==> src/rtl/mem_port_arbiter_pkg.sv <==
// Shared encodings for the unified-memory port arbiter: FSM states, owner ids
// and the lowest usable memory latency.
package mem_port_arbiter_pkg;

    localparam logic [2:0] ST_IDLE  = 3'd0;
    localparam logic [2:0] ST_ISSUE = 3'd1;
    localparam logic [2:0] ST_WAIT  = 3'd2;
    localparam logic [2:0] ST_DONE  = 3'd3;
    localparam logic [2:0] ST_HALT  = 3'd4;

    localparam logic OWN_IF = 1'b0;
    localparam logic OWN_D  = 1'b1;

    localparam int MIN_MEM_LAT = 1;

endpackage

==> src/rtl/mem_port_arbiter_arb2_rr.sv <==
// Two-requester round-robin arbiter. Remembers the last winner and masks that
// winner's request for the one cycle after its access completes.
module arb2_rr
    import mem_port_arbiter_pkg::*;
(
    input  logic clk,
    input  logic rst,
    input  logic en,
    input  logic req_if,
    input  logic req_d,
    input  logic done,
    output logic gnt,
    output logic gnt_owner
);

    logic last_q;
    logic stale_q;
    logic elig_if;
    logic elig_d;

    // The requester just acked may still be holding its old request for a cycle.
    assign elig_if = req_if && !(stale_q && (last_q == OWN_IF));
    assign elig_d  = req_d  && !(stale_q && (last_q == OWN_D));
    assign gnt     = en && (elig_if || elig_d);

    always_comb begin
        gnt_owner = OWN_IF;
        if (elig_if && elig_d)
            gnt_owner = ~last_q;
        else if (elig_d)
            gnt_owner = OWN_D;
    end

    always_ff @(posedge clk or posedge rst) begin
        if (rst) begin
            last_q  <= OWN_IF;
            stale_q <= 1'b0;
        end else begin
            stale_q <= done;
            if (gnt)
                last_q <= gnt_owner;
        end
    end

endmodule

==> src/rtl/mem_port_arbiter.sv <==
// Shares one single-ported memory between instruction fetch and data load/store,
// sequencing each access with a fixed latency and parking the port on halt.
//
// state | meaning
// IDLE  | waiting for a request; grants and latches the access
// ISSUE | memory strobe asserted for one cycle
// WAIT  | memory latency countdown (absent when MEM_LAT=1)
// DONE  | read data valid; ack pulsed to the owner
// HALT  | parked until reset
module mem_port_arbiter
    import mem_port_arbiter_pkg::*;
#(
    parameter int ADDR_W  = 32,
    parameter int DATA_W  = 32,
    parameter int MEM_LAT = 2
) (
    input  logic                  i_clk,
    input  logic                  i_rst,
    input  logic                  i_if_req,
    input  logic [ADDR_W-1:0]     i_if_addr,
    output logic                  o_if_ack,
    output logic [DATA_W-1:0]     o_if_data,
    input  logic                  i_d_req,
    input  logic                  i_d_we,
    input  logic [ADDR_W-1:0]     i_d_addr,
    input  logic [DATA_W-1:0]     i_d_wdata,
    input  logic [DATA_W/8-1:0]   i_d_mask,
    output logic                  o_d_ack,
    output logic [DATA_W-1:0]     o_d_rdata,
    input  logic                  i_halt,
    output logic                  o_mem_en,
    output logic                  o_mem_we,
    output logic [ADDR_W-1:0]     o_mem_addr,
    output logic [DATA_W-1:0]     o_mem_wdata,
    output logic [DATA_W/8-1:0]   o_mem_mask,
    input  logic [DATA_W-1:0]     i_mem_rdata,
    output logic                  o_busy,
    output logic                  o_halted
);

    localparam int MASK_W = DATA_W / 8;
    localparam int CNT_W  = $clog2(MEM_LAT) + 1;
    localparam logic [CNT_W-1:0] WAIT_INIT = CNT_W'(MEM_LAT - 1);

    if (MEM_LAT < MIN_MEM_LAT) begin : g_lat_chk
        $error("mem_port_arbiter: MEM_LAT must be at least 1");
    end

    logic [2:0]        state_q;
    logic [2:0]        state_d;
    logic              owner_q;
    logic              we_q;
    logic [ADDR_W-1:0] addr_q;
    logic [DATA_W-1:0] wdata_q;
    logic [MASK_W-1:0] mask_q;
    logic [CNT_W-1:0]  cnt_q;
    logic              halt_pend_q;
    logic              halt_now;
    logic              gnt;
    logic              gnt_owner;
    logic              done;

    assign halt_now = halt_pend_q | i_halt;
    assign done     = (state_q == ST_DONE);

    arb2_rr u_arb (
        .clk       (i_clk),
        .rst       (i_rst),
        .en        ((state_q == ST_IDLE) && !halt_now),
        .req_if    (i_if_req),
        .req_d     (i_d_req),
        .done      (done),
        .gnt       (gnt),
        .gnt_owner (gnt_owner)
    );

    always_comb begin
        state_d = state_q;
        case (state_q)
            ST_IDLE:  if (halt_now) state_d = ST_HALT;
                      else if (gnt) state_d = ST_ISSUE;
            ST_ISSUE: state_d = (WAIT_INIT != '0) ? ST_WAIT : ST_DONE;
            ST_WAIT:  if (cnt_q <= CNT_W'(1)) state_d = ST_DONE;
            ST_DONE:  state_d = halt_now ? ST_HALT : ST_IDLE;
            ST_HALT:  state_d = ST_HALT;
            default:  state_d = ST_IDLE;
        endcase
    end

    always_ff @(posedge i_clk or posedge i_rst) begin
        if (i_rst) begin
            state_q     <= ST_IDLE;
            owner_q     <= OWN_IF;
            we_q        <= 1'b0;
            addr_q      <= '0;
            wdata_q     <= '0;
            mask_q      <= '0;
            cnt_q       <= '0;
            halt_pend_q <= 1'b0;
        end else begin
            state_q <= state_d;
            if (i_halt)
                halt_pend_q <= 1'b1;
            if (gnt) begin
                owner_q <= gnt_owner;
                we_q    <= (gnt_owner == OWN_D) && i_d_we;
                addr_q  <= (gnt_owner == OWN_D) ? i_d_addr : i_if_addr;
                wdata_q <= (gnt_owner == OWN_D) ? i_d_wdata : '0;
                mask_q  <= (gnt_owner == OWN_D) ? i_d_mask : '0;
            end
            if (state_q == ST_ISSUE)
                cnt_q <= WAIT_INIT;
            else if ((state_q == ST_WAIT) && (cnt_q != '0))
                cnt_q <= cnt_q - CNT_W'(1);
        end
    end

    assign o_mem_en    = (state_q == ST_ISSUE);
    assign o_mem_we    = o_mem_en && we_q;
    assign o_mem_addr  = addr_q;
    assign o_mem_wdata = wdata_q;
    assign o_mem_mask  = mask_q;

    assign o_if_ack  = done && (owner_q == OWN_IF);
    assign o_d_ack   = done && (owner_q == OWN_D);
    assign o_if_data = o_if_ack ? i_mem_rdata : '0;
    assign o_d_rdata = (o_d_ack && !we_q) ? i_mem_rdata : '0;

    assign o_busy   = (state_q != ST_IDLE);
    assign o_halted = (state_q == ST_HALT);

endmodule
==> config.mk <==
export PLATFORM = sky130hd
export DESIGN_NAME = mem_port_arbiter
export DESIGN_NICKNAME = d
export VERILOG_FILES = /design/src/rtl/mem_port_arbiter_pkg.sv /design/src/rtl/mem_port_arbiter_arb2_rr.sv /design/src/rtl/mem_port_arbiter.sv
export SDC_FILE = /design/constraint.sdc
export NUM_CORES = 1
export LEC_CHECK = 0
export ABC_AREA = 0
export ABC_CLOCK_PERIOD_IN_PS = 2700
export CORE_MARGIN = 3
export CORE_UTILIZATION = 38
export DETAILED_ROUTE_END_ITERATION = 10
export GPL_TIMING_DRIVEN = 1
export PLACE_DENSITY = 0.94
export SETUP_SLACK_MARGIN = 0.2
export SYNTH_ARGS = -nofsm -noshare
export SYNTH_HDL_FRONTEND = slang
export SYNTH_SLANG_ARGS = --single-unit
==> constraint.sdc <==
create_clock -name i_clk -period 2.7 [get_ports i_clk]
set_input_delay 0.405 -clock i_clk [delete_from_list [all_inputs] [get_ports i_clk]]
set_output_delay 0.405 -clock i_clk [all_outputs]
set_load 0.01 [all_outputs]
==> flow_summary.yaml, run 1 <==
global_routing:
  grtUsageMet2_pct: 41.24
  number_of_antenna_violations_at_the_first_check_in_global_routing: 0
  grt_first_pass_wirelength_um: 23530
  met3_usage_pct: 6.368
  vias_in_the_first_global_route: 4508
  global_route.peak_usage_layer: "met2"
  grt_usage_pct: 22.75
  global_route.usage.met1_pct: 24.84
  largest_net_degree_at_the_start_of_global_routing: 61
  globalRouteOverflowTotal: 0
critical_path:
  critical_path_endpoint_category: "primary output"
  worst-path-max-fanout: 8
  cpLargestDelayFamily: "buffers and inverters"
  critical_path.cell_chain: "nand3b_1, nor3_4, buf_4, buf_6, and2_1, clkdlybuf4s50_1"
  startpoint_types: "register"
  timing.critical_path.required_ps: 2300
  setup.worst_path.class: "register to primary output"
  timing.critical_path.buf_inv: 3
  critical_path.max_stage_delay_ps: 590
  r2r_start: "state_q[0]$_DFFE_PP0P_"
  slowest_stage: "clkdlybuf4s50_1"
  critical_path_arrival_ps: 2180
  startpoint: "state_q[2]$_DFFE_PP0P_"
clocking:
  max-clock-path-buffers: 2
  clock_sinks: 77
  clock_buffers_created_by_tritoncts: 9
  clkTransAtPathRegs_ps: 60
  clock_tree_from_tritoncts: "built"
  h-tree-depth: 3
  cts.root.buffer_cell: "clkbuf_16"
  postCtsHoldBufs: 0
  clk-insertion-delay-late_ps: 340
synthesis:
  post-synth-top-area-cell: "dfrtp_1"
  syn-num-nets: 532
  post_synth.cell_area_avg_um2: 11.59
  synth.area.top_cells: "dfrtp_1 (42%), mux2_4 (17%), and2_1 (13%)"
  synth-seq-cells: 77
  netlist_instances: 392
  yosysSeqAreaShare_pct: 42.41
  mappedNetlistArea_um2: 4543
  synth_top_cell_area_share_pct: 42.41
  ys_warn_count: 0
  ys_types: 33
timing:
  drv_slew: 0
  fin_tns_setup_ps: 0
  finalSetupViolCount: 0
  min_period_over_period_pct: 95.61
  timing.fmax_mhz: 387.4
  finClkSkew_ps: 7.774
  worst_pin_slew_ps: 763.3
  grt_setup_unrepaired: "true"
  period_needed_ps: 2581
  hold_violations: 0
  headroom_to_the_max_slew_limit_pct: 49.11
  setup_slack_ps: 118.7
layout:
  layout-drive-gt1-share_pct: 17.04
  fin_nets: 798
  filler_cell_count: 864
  insertedDiodeCount: 0
  regArea_um2: 1931
  multi_input_logic_area_um2: 2397
  flow.area_growth_from_synthesis_pct: 71.41
power:
  max-vdd-ir-drop_v: 0.0002725
  power_per_cell_area_nw_per_um2: 404.4
  cellLeakagePower_nw: 3.633
placement:
  port-buffer-count: 275
  pre_cts_slack_ps: 191.5
  place.detailed.hpwl_um: 11290
  gpl.final_weighted_congestion: 0.8048
worst_hold_path:
  timing.hold.worst.start: "i_d_req"
  worstHoldPathType: "primary input to register"
floorplan:
  die-height_um: 115.3
  initial_core_util_pct: 39.28
  coreArea_um2: 11560
  cell_rows: 39
  io-pin-count: 276
  fp.dieArea_um2: 13300
  die_width_um: 115.3
detailed_routing:
  via_count: 4180
  drt.antenna.violating_nets: 0
  wl_per_cell_um: 19.17
  detail_route.vias_per_cell: 5.186
  detail_route.first_pass.iterations: 4
  drt-initial-drc-count: 323
  post-route-drc-count: 0
  routed_wirelength_um: 15450
status:
  outcome: "completed"
run:
  max_cap_viol_count: 0
## sequential cells by signal (all words and copies together), names as in the netlist
signal,flops
owner_q,1
u_arb.stale_q,1
halt_pend_q,1
o_mem_addr,32
o_mem_wdata,32
state_q,3
o_mem_mask,4
we_q,1
cnt_q,2
## where the power goes
part / leakage, nW / total (mW) / internal, mW / switching (mW)
sequential: 1.02 / 1.25 / 1.21 / 0.0362
clock: 0.159 / 1.28 / 0.819 / 0.464
combinational: 2.45 / 0.617 / 0.398 / 0.219
## through the flow
step	util (%)	hold WS, ps	std cells	cell area, um2	power (mW)
after floorplan	-	474.0	392	4543	1.500
after detailed placement	63.82	496.3	781	7381	1.886
final	67.34	464.1	806	7787	3.149
after global placement	63.82	492.0	781	7381	1.864
after CTS	67.06	437.1	805	7755	3.193
after global routing	67.34	484.4	806	7787	3.277
## worst min-delay path, stage by stage
cell and delay, ps:
buf_2 190, nand2_1 90, mux2i_1 70
## Yosys cell counts
cell / n
and2_1: 97
dfrtp_1: 77
mux2_4: 50
and3_1: 38
a32o_1: 32
clkbuf_1: 25
mux2_2: 19
buf_6: 8
inv_1: 8
nor2_1: 7
buf_2: 4
a21oi_1: 2
ha_1: 2
mux2i_1: 2
nand2b_1: 2
nor3_1: 2
a2111oi_4: 1
a211oi_1: 1
a2bb2oi_1: 1
buf_4: 1
nand2_1: 1
nand3b_1: 1
nor4_1: 1
o21a_1: 1
o21ai_0: 1
o21ai_1: 1
o22ai_1: 1
o31a_1: 1
o32ai_1: 1
or3_4: 1
or3b_2: 1
or4b_2: 1
xnor2_1: 1
## area by class of cell
cell class | instances | share of cell area [%]
Timing Repair Buffer | 293 | 37.58
Multi-Input combinational cell | 269 | 30.78
Sequential cell | 77 | 24.79
Clock buffer | 14 | 3.647
Tap cell | 143 | 2.298
Clock inverter | 2 | 0.4981
Inverter | 8 | 0.4017
## logic make-up (layout without fill, tap and decap cells)
kind of cell / Yosys count / after routing / synth area share, %
AO/OA/AOI/OAI: 43 / 43 / 9.144
XOR/XNOR: 1 / 1 / 0.1928
adder cells (fa/ha/maj): 2 / 2 / 0.5507
buffers and inverters: 46 / 317 / 5.316
flip-flops: 77 / 77 / 42.41
multiplexers: 71 / 71 / 21.67
AND/OR/NAND/NOR: 152 / 152 / 20.71
## routing by layer
metal  routed length [um]  up-vias
met3                 1119       32
li1                     -     1922
met2                 8161      207
met1                 5695     2019
met5                    0        -
met4                  475        0
## worst paths after layout
check,to,slack (ps),cells past startpoint
worst max register to register,o_mem_wdata[1]$_DFFE_PP0P_,520,5
worst min register to register,o_mem_addr[26]$_DFFE_PP0P_,510,1
worst max-delay path,o_d_rdata[7],120,6
max in group asynchronous,state_q[1]$_DFFE_PP0P_,1550,3
min in group asynchronous,o_mem_wdata[3]$_DFFE_PP0P_,490,2
worst min-delay path,owner_q$_DFFE_PP0P_,460,3
## cell usage in the layout, fill, tap and decap left out, types with 3 or more instances in the layout
master,n
clkdlybuf4s50_1,243
and2_1,97
dfrtp_1,74
mux2_4,50
and3_1,38
a32o_1,32
dlygate4sd2_1,22
mux2_2,19
buf_4,12
clkbuf_16,9
dlymetal6s2s_1,9
nor2_1,7
inv_1,7
clkbuf_8,4
buf_6,3
buf_12,3
dfrtp_2,3
## timing repair
action                     4_1_cts  5_1_grt
setup buffers                    6        1
gates cloned                     2        0
setup endpoints to repair       65       42
gates resized for setup         30       11
pin swaps                        1        0
(Power assumes the default switching activity.)
==> inputs of run 2 (changes only) <==
--- a/config.mk
+++ b/config.mk
@@ -12,6 +12,7 @@
 export DETAILED_ROUTE_END_ITERATION = 10
 export GPL_TIMING_DRIVEN = 1
 export PLACE_DENSITY = 0.94
+export RECOVER_POWER = 25
 export SETUP_SLACK_MARGIN = 0.2
 export SYNTH_ARGS = -nofsm -noshare
 export SYNTH_HDL_FRONTEND = slang
==> run 2 against run 1 <==
The run now ends with capacitance limit, slew limit left. Global-route usage is the same. Worst setup slack gained 3.5 ps. Final area is essentially flat. Core utilization is essentially flat. Clock power is essentially flat. Sequential share of layout area is essentially flat. Power is essentially flat. Hold slack gained 4.0 ps. Cell count is the same. Critical endpoint unchanged. Largest power group unchanged. Highest routed layer unchanged.
==> flow_summary.yaml, run 2 (synthesized netlist as in run 1, its figures left out) <==
power:
  max-vdd-ir-drop_v: 0.0002726
  power_per_cell_area_nw_per_um2: 404.4
  cellLeakagePower_nw: 3.625
timing:
  timing.fmax_mhz: 387.9
  setup_slack_ps: 122.2
  finClkSkew_ps: 7.775
  period_needed_ps: 2578
  grt_setup_unrepaired: "true"
  hold_violations: 0
  headroom_to_the_max_slew_limit_pct: -23.70
  drv_slew: 40
  min_period_over_period_pct: 95.48
  fin_tns_setup_ps: 0
  worst_pin_slew_ps: 1845
  finalSetupViolCount: 0
layout:
  fin_nets: 798
  mostFrequentLayoutCells: "clkdlybuf4s50_1 (241), and2_1 (97), dfrtp_1 (74)"
  flow.area_growth_from_synthesis_pct: 71.33
  mostFrequentLayoutCell: "clkdlybuf4s50_1"
  layout-drive-gt1-share_pct: 16.89
  insertedDiodeCount: 0
global_routing:
  number_of_antenna_violations_at_the_first_check_in_global_routing: 0
  globalRouteOverflowTotal: 0
  largest_net_degree_at_the_start_of_global_routing: 61
  grt_first_pass_wirelength_um: 23530
  vias_in_the_first_global_route: 4508
  grt_usage_pct: 22.75
clocking:
  cts.root.buffer_cell: "clkbuf_16"
  clkTransAtPathRegs_ps: 60
  clock_tree_from_tritoncts: "built"
  clock_sinks: 77
  clock_buffers_created_by_tritoncts: 9
  postCtsHoldBufs: 0
  max-clock-path-buffers: 2
  h-tree-depth: 3
  clk-insertion-delay-late_ps: 340
critical_path:
  worst-path-max-fanout: 8
  critical_path.cell_chain: "nand3b_1, nor3_4, buf_4, buf_6, and2_1, clkdlybuf4s50_1"
  critical_path_arrival_ps: 2170
  critical_path.max_stage_delay_ps: 590
  worst_r2r_endpoint: "o_mem_wdata[1]$_DFFE_PP0P_"
  slowest_stage: "clkdlybuf4s50_1"
  critical_path_endpoint_category: "primary output"
  rr_worst_depth: 5
  setup.worst_path.class: "register to primary output"
  setup.reg_to_reg.worst_slack_ps: 440
  timing.critical_path.required_ps: 2300
  r2r_start: "state_q[0]$_DFFE_PP0P_"
  startpoint_types: "register"
detailed_routing:
  post-route-drc-count: 0
  wl_per_cell_um: 19.11
  drt-initial-drc-count: 314
  drt.antenna.violating_nets: 0
  detail_route.vias_per_cell: 5.199
  routed_wirelength_um: 15400
  via_count: 4190
  detail_route.first_pass.iterations: 4
worst_hold_path:
  timing.hold.worst.start: "i_d_req"
  worstHoldPathType: "primary input to register"
  whs_path_depth: 3
  min_delay_worst_endpoint: "owner_q$_DFFE_PP0P_"
floorplan:
  cell_rows: 39
  initial_core_util_pct: 39.28
  die_width_um: 115.3
  io-pin-count: 276
  fp.dieArea_um2: 13300
  die-height_um: 115.3
  coreArea_um2: 11560
placement:
  gpl.final_weighted_congestion: 0.8048
  port-buffer-count: 275
  pre_cts_slack_ps: 191.5
  place.detailed.hpwl_um: 11290
status:
  outcome: "finished with violations"
  failing_checks: "capacitance limit, slew limit"
run:
  max_cap_viol_count: 1
[run 2: changes by cell type in the layout (fill, tap and decap cells not counted), sizes merged]
cell,before,now
buf,19,17
clkbuf,14,16
clkdlybuf4s50,243,241
clkinv,2,1
clkinvlp,0,1
dlygate4sd3,0,2
[run 2: power breakdown]
group,total [mW],internal (mW),switching (mW),leakage (nW)
clock network,1.28,0.819,0.464,0.159
registers,1.25,1.21,0.0361,1.02
logic,0.616,0.398,0.218,2.45
total,3.15,2.43,0.718,3.63
[run 2: stage by stage]
stage	hold WS (ps)	utilization [%]	power [mW]	instances	instance area, um2
after detailed placement	496.3	63.82	1.886	781	7381
after global placement	492.0	63.82	1.864	781	7381
final	468.1	67.31	3.148	806	7784
after CTS	437.1	67.06	3.193	805	7755
after floorplan	474.0	-	1.500	392	4543
after global routing	484.4	67.31	3.277	806	7784
[run 2: critical path, delay by kind of cell, from the launching register on]
kind	cells	cell delay (ps)
and+or+nand+nor	3	590
buffers and inverters	3	860
DFF	1	390
[run 2: metal layers]
layer	track usage, %	share of wire, %	up-vias
met5	0	0	-
met4	9.468	3.1	0
met3	6.368	7.1	32
met2	41.24	53	205
met1	24.84	37	2029
li1	-	-	1924
[run 2: worst max path at each step]
stage,start,to,slack [ps]
after floorplan,i_rst,cnt_q[0]$_DFFE_PP0P_,330
after global placement,i_if_req,o_mem_wdata[22]$_DFFE_PP0P_,260
after CTS,state_q[2]$_DFFE_PP0P_,o_d_rdata[7],60
final,state_q[2]$_DFFE_PP0P_,o_d_rdata[7],120
after detailed placement,i_if_req,o_mem_wdata[1]$_DFFE_PP0P_,190
after global routing,state_q[2]$_DFFE_PP0P_,o_d_rdata[7],30
[run 2: repair_timing]
item / CTS / global route
setup endpoints to repair: 65 / 42
cloned: 2 / 0
setup buffers: 6 / 1
pin swaps: 1 / 0
resized for setup: 30 / 11
[run 2: area by class of cell]
cell class              instances  area [um2]
repair buffers                293        2923
flip-flops and latches         77        1931
multi-input cells             269        2397
clock inverters                 2       38.79
inverters                       8       31.28
well taps                     143       178.9
clock buffers                  14       284.0
fillers                       866        3781
==> inputs of run 3 (changes only) <==
--- a/config.mk
+++ b/config.mk
@@ -7,11 +7,13 @@
 export LEC_CHECK = 0
 export ABC_AREA = 0
 export ABC_CLOCK_PERIOD_IN_PS = 2700
-export CORE_MARGIN = 3
-export CORE_UTILIZATION = 38
+export CORE_AREA = 3 3 106 108
+export CTS_BUF_LIST = sky130_fd_sc_hd__clkbuf_16
 export DETAILED_ROUTE_END_ITERATION = 10
+export DIE_AREA = 0 0 109 111
+export DONT_BUFFER_PORTS = 1
 export GPL_TIMING_DRIVEN = 1
-export PLACE_DENSITY = 0.94
+export PLACE_DENSITY = 0.7
 export RECOVER_POWER = 25
 export SETUP_SLACK_MARGIN = 0.2
 export SYNTH_ARGS = -nofsm -noshare
==> run 3 against run 2 <==
The run now ends clean. Core utilization fell by 20 points. First-iteration DRC count decreased by 5.4%. Clock-buffer cell count is 5 lower. Clock power is essentially flat. Sequential power rose by 3%. Clock skew about the same. Die area is 9.1% lower. Global-route usage down 4.3 points. Maximum frequency grew 14%. Cell count shrank 36%. Sequential share of layout area grew 14 points. Register-to-register slack gained 70 ps. Largest power group is now sequential cells. Highest routed layer unchanged.
==> flow_summary.yaml, run 3 (synthesized netlist as in run 1, its figures left out) <==
timing:
  finalSetupViolCount: 0
  grt_setup_unrepaired: "false"
  headroom_to_the_max_slew_limit_pct: 7.908
  final.hold.worst_slack_ps: 233.6
  period_needed_ps: 2266
  setup_slack_ps: 433.7
  hold_violations: 0
  fin_tns_setup_ps: 0
  timing.fmax_mhz: 441.2
  min_period_over_period_pct: 83.94
  worst_pin_slew_ps: 1380
  drv_slew: 0
  finClkSkew_ps: 8.165
critical_path:
  startpoint: "state_q[2]$_DFFE_PP0P_"
  worst-path-max-fanout: 33
  startpoint_types: "register"
  timing.critical_path.buf_inv: 1
  timing.critical_path.required_ps: 2300
  r2r_start: "state_q[1]$_DFFE_PP0P_"
  cp_num_cells: 4
  critical_path_arrival_ps: 1860
  setup.worst_path.class: "register to primary output"
  critical_path.max_stage_delay_ps: 470
  cpLargestDelayFamily: "simple AND/OR/NAND/NOR gates"
  rr_worst_depth: 4
  critical_path_endpoint_category: "primary output"
  slowest_stage: "dfrtp_1"
  critical_path.cell_chain: "nand3b_1, nor2_1, buf_4, and2_1"
detailed_routing:
  wl_per_cell_um: 23.10
  post-route-drc-count: 0
  via_count: 3055
  drt-initial-drc-count: 297
  detail_route.first_pass.iterations: 4
  detail_route.vias_per_cell: 5.944
  routed_wirelength_um: 11870
  drt.antenna.violating_nets: 0
clocking:
  cts.root.buffer_cell: "clkbuf_16"
  postCtsHoldBufs: 0
  clock_buffers_created_by_tritoncts: 9
  max-clock-path-buffers: 2
  clock_tree_from_tritoncts: "built"
  clk-insertion-delay-late_ps: 320
  clock_sinks: 77
  clkTransAtPathRegs_ps: 60
  count_of_instances_resized_after_the_clock_tree_is_built: 0
  post_cts.repair.setup_buffers: 0
  h-tree-depth: 3
layout:
  mostFrequentLayoutCell: "and2_1"
  insertedDiodeCount: 0
  fin_nets: 513
  mostFrequentLayoutCells: "and2_1 (97), dfrtp_1 (77), mux2_4 (50)"
  flow.area_growth_from_synthesis_pct: 8.235
  layout-drive-gt1-share_pct: 25.66
power:
  power.clock.fraction_pct: 45.4
  max-vdd-ir-drop_v: 0.0002479
  switching_power_mw: 0.6549
  power.share.sequential_pct: 46.0
  power_per_cell_area_nw_per_um2: 571.1
  internal-power_mw: 2.153
  p_sw_share_pct: 23.32
  combinationalPowerShare_pct: 8.6
  cellLeakagePower_nw: 2.290
floorplan:
  initial_core_util_pct: 44.01
  cell_rows: 37
  coreArea_um2: 10320
  die-height_um: 111
  io-pin-count: 276
  fp.dieArea_um2: 12100
  die_width_um: 109
status:
  outcome: "completed"
global_routing:
  grt_usage_pct: 18.45
  globalRouteOverflowTotal: 0
  largest_net_degree_at_the_start_of_global_routing: 75
  number_of_antenna_violations_at_the_first_check_in_global_routing: 0
  grt_first_pass_wirelength_um: 17370
  vias_in_the_first_global_route: 3133
placement:
  place.detailed.hpwl_um: 8640
  port-buffer-count: 0
  gpl.final_weighted_congestion: 0.8824
  pre_cts_slack_ps: 500.7
worst_hold_path:
  worstHoldPathType: "primary input to register"
  timing.hold.worst.start: "i_d_req"
  whs_path_depth: 2
run:
  max_cap_viol_count: 0
run 3: worst paths after layout:
path,end,slack [ps]
setup reg to reg,o_mem_addr[12]$_DFFE_PP0P_,510
setup / recovery,o_if_data[20],430
hold reg to reg,state_q[2]$_DFFE_PP0P_,550
hold / removal,owner_q$_DFFE_PP0P_,230
max in group asynchronous,o_mem_wdata[3]$_DFFE_PP0P_,640
min in group asynchronous,o_mem_wdata[6]$_DFFE_PP0P_,370
run 3: per-layer routing:
layer	global-route usage, %	part of all wire [%]
met4	6.481	1.9
met3	4.776	8.9
met2	33.78	52
met1	20.07	37
met5	0	0
run 3: through the flow:
| step | util (%) | area, um2 | power (mW) | instances |
|---|---|---|---|---|
| after floorplan | - | 4543 | 1.500 | 392 |
| after global placement | 44.71 | 4616 | 1.552 | 498 |
| after detailed placement | 44.71 | 4616 | 1.562 | 498 |
| after CTS | 47.78 | 4932 | 2.859 | 514 |
| after global routing | 47.63 | 4917 | 2.934 | 514 |
| final | 47.63 | 4917 | 2.808 | 514 |
run 3: layout make-up:
class | count | area [um2]
flip-flops and latches | 77 | 1927
clock inverters | 7 | 91.34
inverters | 8 | 30.03
clock buffers | 9 | 225.2
multi-input cells | 269 | 2391
repair buffers | 8 | 82.58
well taps | 136 | 170.2
fillers | 919 | 5406
run 3: power groups by stage:
stage / logic, mW / clock network (mW) / registers, mW
CTS: 0.251 / 1.32 / 1.29
global placement: 0.240 / 0 / 1.31
floorplan: 0.211 / 0 / 1.29
finish: 0.243 / 1.27 / 1.29
global route: 0.269 / 1.37 / 1.30
detailed placement: 0.249 / 0 / 1.31
